--- config.mk ---
export PLATFORM = sky130hd
export DESIGN_NAME = usb_txn_ctrl
export DESIGN_NICKNAME = d
export VERILOG_FILES = /design/src/rtl/usb_txn_ctrl.sv
export SDC_FILE = /design/constraint.sdc
export NUM_CORES = 1
export LEC_CHECK = 0
export CORE_ASPECT_RATIO = 2
export CORE_MARGIN = 4
export CORE_UTILIZATION = 44
export CTS_BUF_LIST = sky130_fd_sc_hd__clkbuf_16
export CTS_CLUSTER_DIAMETER = 40
export DETAILED_ROUTE_END_ITERATION = 10
export PLACE_DENSITY_LB_ADDON = 0.15
export SETUP_SLACK_MARGIN = 0.2
export SLEW_MARGIN = 20
export SYNTH_ARGS = -nofsm -noshare
export SYNTH_HDL_FRONTEND = slang
export SYNTH_SLANG_ARGS = --single-unit
--- constraint.sdc ---
create_clock -name clk -period 5.45 [get_ports clk]
set_clock_uncertainty 0.1 [all_clocks]
set_input_delay 0.545 -clock clk [delete_from_list [all_inputs] [get_ports clk]]
set_output_delay 0.545 -clock clk [all_outputs]
set_load 0.05 [all_outputs]
--- src/rtl/usb_txn_ctrl.sv ---
// USB host transaction sequencer: token, optional DATA0, handshake/receive wait, ACK.
// Optional `TXN_RETRY_EN enables MAX_RETRY attempts; without it the first failure ends the transaction.
module usb_txn_ctrl #(
  parameter int TIMEOUT   = 255,
  parameter int MAX_RETRY = 8
) (
  input  logic        clk,
  input  logic        rst_L,
  input  logic        txn_start,
  input  logic        txn_in,
  input  logic [6:0]  txn_addr,
  input  logic [3:0]  txn_endp,
  input  logic [63:0] txn_wdata,
  output logic        busy,
  output logic        txn_done,
  output logic        txn_ok,
  output logic [63:0] txn_rdata,
  output logic [3:0]  out_pid,
  output logic [6:0]  out_addr,
  output logic [3:0]  out_endp,
  output logic [63:0] out_data,
  output logic        out_pktready,
  input  logic        out_sent,
  output logic        writing,
  input  logic        in_pktready,
  input  logic        in_ack,
  input  logic        in_nak,
  input  logic        in_error,
  input  logic [63:0] in_data
);

  localparam logic [3:0] PID_OUT   = 4'b0001;
  localparam logic [3:0] PID_IN    = 4'b1001;
  localparam logic [3:0] PID_DATA0 = 4'b0011;
  localparam logic [3:0] PID_ACK   = 4'b0010;

  typedef enum logic [3:0] {
    IDLE, TOK, TOK_W, DAT, DAT_W, HS_W, RX_W, ACK_TX, ACK_W, DONE
  } state_t;

  state_t      r_state, w_next;
  logic        r_dir_in;
  logic [6:0]  r_addr;
  logic [3:0]  r_endp;
  logic [63:0] r_wdata;
  logic [63:0] r_rdata;
  logic [7:0]  r_tmo;
  logic        r_ok;
  logic        w_ok_next;
  logic        w_fail;
  logic        w_capture;
  logic        w_timeout;
  logic        w_last_try;
  logic        w_wait_state;

`ifdef TXN_RETRY_EN
  logic [3:0]  r_retry;
  assign w_last_try = (r_retry == 4'(MAX_RETRY - 1));
`else
  assign w_last_try = 1'b1;
`endif

  assign w_timeout    = (r_tmo == 8'(TIMEOUT));
  assign w_wait_state = (r_state == HS_W) || (r_state == RX_W);

  always_comb begin
    w_next    = r_state;
    w_ok_next = r_ok;
    w_fail    = 1'b0;
    w_capture = 1'b0;
    case (r_state)
      IDLE:   if (txn_start) begin
                w_next    = TOK;
                w_ok_next = 1'b0;
              end
      TOK:    w_next = TOK_W;
      TOK_W:  if (out_sent) w_next = r_dir_in ? RX_W : DAT;
      DAT:    w_next = DAT_W;
      DAT_W:  if (out_sent) w_next = HS_W;
      HS_W:   if (in_ack) begin
                w_next    = DONE;
                w_ok_next = 1'b1;
              end else if (in_nak || in_error || w_timeout) begin
                w_fail = 1'b1;
              end
      // An errored packet is never captured, even with in_pktready set.
      RX_W:   if (in_error) begin
                w_fail = 1'b1;
              end else if (in_pktready) begin
                w_capture = 1'b1;
                w_next    = ACK_TX;
              end else if (in_nak || w_timeout) begin
                w_fail = 1'b1;
              end
      ACK_TX: w_next = ACK_W;
      ACK_W:  if (out_sent) begin
                w_next    = DONE;
                w_ok_next = 1'b1;
              end
      DONE:   w_next = IDLE;
      default: w_next = IDLE;
    endcase
    if (w_fail) begin
      if (w_last_try) begin
        w_next    = DONE;
        w_ok_next = 1'b0;
      end else begin
        w_next = TOK;
      end
    end
  end

  always_ff @(posedge clk or negedge rst_L) begin
    if (!rst_L) begin
      r_state  <= IDLE;
      r_dir_in <= 1'b0;
      r_addr   <= '0;
      r_endp   <= '0;
      r_wdata  <= '0;
      r_rdata  <= '0;
      r_tmo    <= '0;
      r_ok     <= 1'b0;
`ifdef TXN_RETRY_EN
      r_retry  <= '0;
`endif
    end else begin
      r_state <= w_next;
      r_ok    <= w_ok_next;
      if (r_state == IDLE && txn_start) begin
        r_dir_in <= txn_in;
        r_addr   <= txn_addr;
        r_endp   <= txn_endp;
        r_wdata  <= txn_wdata;
      end
      if (w_capture) r_rdata <= in_data;
      if ((w_next == HS_W || w_next == RX_W) && (w_next != r_state)) r_tmo <= '0;
      else if (w_wait_state) r_tmo <= r_tmo + 8'd1;
`ifdef TXN_RETRY_EN
      if (r_state == IDLE && txn_start) r_retry <= '0;
      else if (w_fail && !w_last_try)   r_retry <= r_retry + 4'd1;
`endif
    end
  end

  always_comb begin
    out_pid = 4'b0000;
    case (r_state)
      TOK, TOK_W:    out_pid = r_dir_in ? PID_IN : PID_OUT;
      DAT, DAT_W:    out_pid = PID_DATA0;
      ACK_TX, ACK_W: out_pid = PID_ACK;
      default:       out_pid = 4'b0000;
    endcase
  end

  assign busy         = (r_state != IDLE);
  assign txn_done     = (r_state == DONE);
  assign txn_ok       = (r_state == DONE) && r_ok;
  assign txn_rdata    = r_rdata;
  assign out_addr     = r_addr;
  assign out_endp     = r_endp;
  assign out_data     = r_wdata;
  assign out_pktready = (r_state == TOK) || (r_state == DAT) || (r_state == ACK_TX);
  assign writing      = (r_state == TOK) || (r_state == TOK_W) || (r_state == DAT) ||
                        (r_state == DAT_W) || (r_state == ACK_TX) || (r_state == ACK_W);

endmodule
Yosys cells after proc, flatten, opt, wreduce, memory -nomap -nowiden
Cells that the tools add are included.

Bits in registers: 153. Input port bits: 148. Logic and storage cells: 76. Bits in latches: 0. Memory bits (writable): 0. ROM bits: 0. Output and inout bits: 148. Memories kept: 0.

Magnitude comparators: 0. Bitwise gates (word level): 0. Multiply operators: 0. Shifts and indexed selects: 0. Eq/ne operators: 16. Multiplexer cells: 28. Add/sub/neg operators: 1. Div/mod/pow operators: 0. Reduce and logical (&&, ||, !) cells: 23.

Operators by type and width (count): 4-bit 2-to-1 mux (9); 4-bit case mux with 9 select lines (1); 4-bit by 3-bit == test with 1-bit output, second input constant (6); 8-bit 2-to-1 mux (2); 1-bit logical OR (12); 1-bit 2-to-1 mux (12); 4-bit case mux with 3 select lines (1); 3-bit inequality test, second input constant (3); 8-bit by 1-bit adder with 8-bit output, second input constant (1); 4-bit by 2-bit == test with 1-bit output, second input constant (2); 4-bit == test, second input constant (2); 8-bit == test, second input constant (1); 4-bit nonzero test (2); 2-bit OR reduction (3); 4-bit by 1-bit == test with 1-bit output, second input constant (1); 4-bit logical NOT (1); 4-bit inequality test (1); 4-bit AND reduction (1); 1-bit logical AND (3); 3-bit 2-to-1 mux (1); 1-bit case mux with 3 select lines (1); 1-bit case mux with 2 select lines (1); 2-bit nonzero test (1).

Depth between registers and ports, before layout
Depth in word-level cells: 11. Depth in mapped cells: 7. Depth with buffers taken out: 6.

Least setup slack after synthesis
No wires, ideal clock.

Kind: register to output. From: register r_state[3]. To: output port txn_ok. Arrival time: 2.949 ns. Buffers on the path: 1. Required time: 4.805 ns. Slack: 1.856 ns. Stages on the path, launching flop included: 5. Path through: dfrtp_1 > buf_2 > inv_1 > nor4b_1 > and2_1.

Cells in the longest elaborated chain, start to end: 2.

Ends and longest elaborated chain: from (decl) (line 41) `state_t r_state, w_next;`; from (signal assigned) (line 127) `r_state <= w_next;`; 4-bit == test; net txn_done (line 15) `output logic txn_done,`; 1-bit logical AND (line 157) `assign txn_ok = (r_state == DONE) && r_ok;`; to (decl) (line 16) `output logic txn_ok,`.

The timed path passes the listed nets, and every way through them passes these cells.

Final worst setup path
From: register r_state[1]. To: output port writing.

Cells in the longest elaborated chain, start to end: 6. Elaborated cells between the ends (all ways): 11. Classes of those cells: eq/ne (6); reduce/logical (5).

Ends and longest elaborated chain: 4-bit by 1-bit == test with 1-bit output / 4-bit by 2-bit == test with 1-bit output (equally long branches) (line 163) `assign writing = (r_state == TOK) || (r_state == TOK_W) || (r_state == DAT) ||`; 1-bit logical OR (3 in a row) (line 163); 1-bit logical OR (line 164) `(r_state == DAT_W) || (r_state == ACK_TX) || (r_state == ACK_W);`; 1-bit logical OR (*) (line 164); to (decl) (line 24) `output logic writing,`.

Mark *: on every way between the ends. The rest lies on a longest branch, timed or not.

==> qor.yml <==
worst_setup_path:
  critPathKind: "flop to output port"
  r2r_slack_ps: 3000
  worstSetupStartpoint: "r_state[1]"
  r2r-end: "out_data[57]"
  cp-endpoint: "writing"
  cp.required_ps: 4810
  end_kind: "output port"
  worst-path-max-fanout: 15
  reg2regPathDepth: 4
  r2r_start: "r_state[1]"
  cp-start-kind: "flop"
  crit_arrival_ps: 2680
yosys:
  netlist-cell-type-count: 38
  synth-async-reset-ratio_pct: 100
  syn_inst: 402
  ys_warn_count: 0
  synth.largest_area_cell: "dfrtp_1"
  synth_flop_cell: "dfrtp_1"
  netlist_area_sq_um: 6120
  synth_top_area_share_pct: 62.6
  ys_seq_area_share_pct: 62.6
  synthTopCellsByCount: "153 x dfrtp_1, 140 x mux2_1, 16 x nor2_1"
  syn_avg_cell_area_sq_um: 15.2
  synth_area_leaders: "dfrtp_1 63%, mux2_1 26%, buf_6 1.5%, nor2_1 0.98%, xnor2_1 0.86%"
  synth_nets: 551
  synth.most_common_cell: "dfrtp_1"
  synth_edf_count: 0
  yosys_register_bits: 153
cts:
  cts_tree: "yes"
  hold_buffers: 0
  post_cts_buffers: 0
  clockBufferDepth: 2
  cts-resized-gates: 0
  cts_inserted_buffers: 17
  cts_max_level: 4
  cts_root_buffer: "clkbuf_16"
  clk_pin_slew_ps: 60
  cts_sinks: 153
  clkLatencyLatePin_ps: 410
layout:
  num_antenna_cells: 0
  layout.area.seq_sq_um: 3830
  multi_input_area_sq_um: 2130
  filler_cell_count: 949
  nets: 847
  drive_gt1_share_pct: 5.77
  final_cells: 866
  area_growth_pct: 58.5
pwr:
  p_clk_share_pct: 16.2
  p_leak_nw: 4.21
  fin_total_pwr_mw: 6.58
  swShare_pct: 47.3
  intPower_mw: 3.47
  seqPwrFrac_pct: 28.9
  p_sw_mw: 3.11
  cellPowerDensity_nw_per_um2: 679
  ir_drop_v: 0.000596
  pwr-share-comb_pct: 54.8
timing:
  drv_slew: 0
  rsz0062_at_grt: "no"
  worst_slew_pin_slew_ps: 1010
  relSlewSlack_pct: 33.0
  setup_violations: 0
  fin_setup_tns_ps: 0
  fmax_mhz: 301
  hold_ws_ps: 139
  hold_viol: 0
  period_needed_ps: 3330
  min_period_over_period_pct: 61.1
placed_design:
  port_buffers: 294
  hpwl_um: 13400
  dp.cells: 833
  gp_congestion: 0.888
routing:
  drt-wirelength-per-cell_um: 20.4
  drt_iter0_drc: 98
  wirelength_um: 17700
  drc_errors: 0
  route.antenna.remaining_nets: 0
  first_pass_iters: 5
  vias_per_cell: 5.15
  vias: 4461
die:
  die-area_sq_um: 16000
  core_area_sq_um: 13500
  ios: 296
  fp.dieW_um: 91.4
  die_h_um: 175
  start_util_pct: 45.3
  rows: 60
global_route:
  overflow: 0
  grt_max_degree: 110
  antenna_found_initial: 0
  grt_pass1_wl_um: 27600
  first_global_vias: 4881
  track_usage_pct: 22.5
status:
  status: "finished, final reports clean"
hold_path:
  hold_class: "primary input to async pin"
run:
  drv_cap: 0
==> cell usage in the layout (no fill, tap or decap), drive strengths merged, types with 2 or more instances in the layout <==
master and n:
and2 4, nor3 2, inv 10, nand2 6, nand4 2, dfrtp 153, o311ai 2, nor2 17
xnor2 6, nor2b 5, nand2b 2, clkinvlp 3, clkinv 6, buf 4, nor3b 5, o21ai 5
mux2 140, and3 2, clkdlybuf4s50 293, xor2 3, nand3 5, clkbuf 17, a21oi 7
==> worst max-delay path, stage by stage (launching register included) <==
cell,delay (ps)
dfrtp_1,540
nor2_1,450
xnor2_1,140
nor2b_1,140
o21ai_0,150
clkdlybuf4s50_1,850
==> sequential cells by signal, indices dropped and copies added (netlist names) <==
name and count:
out_data 64, r_dir_in 1, r_state 4, out_addr 7, out_endp 4, r_ok 1
r_tmo 8, txn_rdata 64
==> how the worst min path moves through the flow <==
| stage | cells after the start | to | slack, ps |
|---|---|---|---|
| final | 1 | txn_rdata[46] | 140 |
| after global routing | 1 | txn_rdata[20] | 210 |
| after CTS | 1 | txn_rdata[20] | 200 |
| after detailed placement | 1 | txn_rdata[47] | 380 |
| after global placement | 1 | out_data[8] | 370 |
| after floorplan | 0 | out_addr[0] | 150 |
==> per-layer routing <==
layer / GRT usage [%] / vias up / part of all wire (%)
met5: 0 / - / 0
met4: 9.19 / 0 / 3.6
met3: 5.39 / 35 / 5.2
met2: 43.0 / 210 / 58
met1: 22.9 / 2213 / 33
li1: - / 2003 / -
==> kinds of logic after synthesis <==
logic type               after synthesis  share of synthesized area (%)
AND/OR/NAND/NOR                       54                           4.69
buffers and inverters                 24                           2.78
flip-flops                           153                           62.6
adder cells (fa/ha/maj)                1                          0.205
AO/OA/AOI/OAI                         20                           2.48
XOR/XNOR                               9                           1.41
other                                  1                         0.0613
multiplexers                         140                           25.8
==> power groups by stage <==
stage               combinational [mW]  clock, mW  sequential (mW)
finish                            3.61       1.07             1.90
global route                      3.75       1.14             1.97
CTS                               3.63       1.10             1.91
detailed placement                3.62          0             1.92
global placement                  3.56          0             1.89
floorplan                        0.840          0             3.38
==> area by class of cell <==
| cell class | count | share of cell area [%] |
|---|---|---|
| sequential | 153 | 39.5 |
| timing repair buffer | 297 | 30.8 |
| multi-input combinational | 225 | 22.0 |
| clock buffer | 17 | 4.39 |
| tap | 155 | 2.00 |
| clock inverter | 15 | 1.17 |
| inverter | 4 | 0.155 |
==> through the flow <==
stage	worst slack (ps)	area [sq um]	utilization, %
after global placement	2590	9130	67.5
after floorplan	1860	6120	-
after detailed placement	2480	9130	67.5
final	2120	9690	71.7
after global routing	1930	9690	71.7
after CTS	2120	9670	71.5
Power figures use the tool's default switching activity.
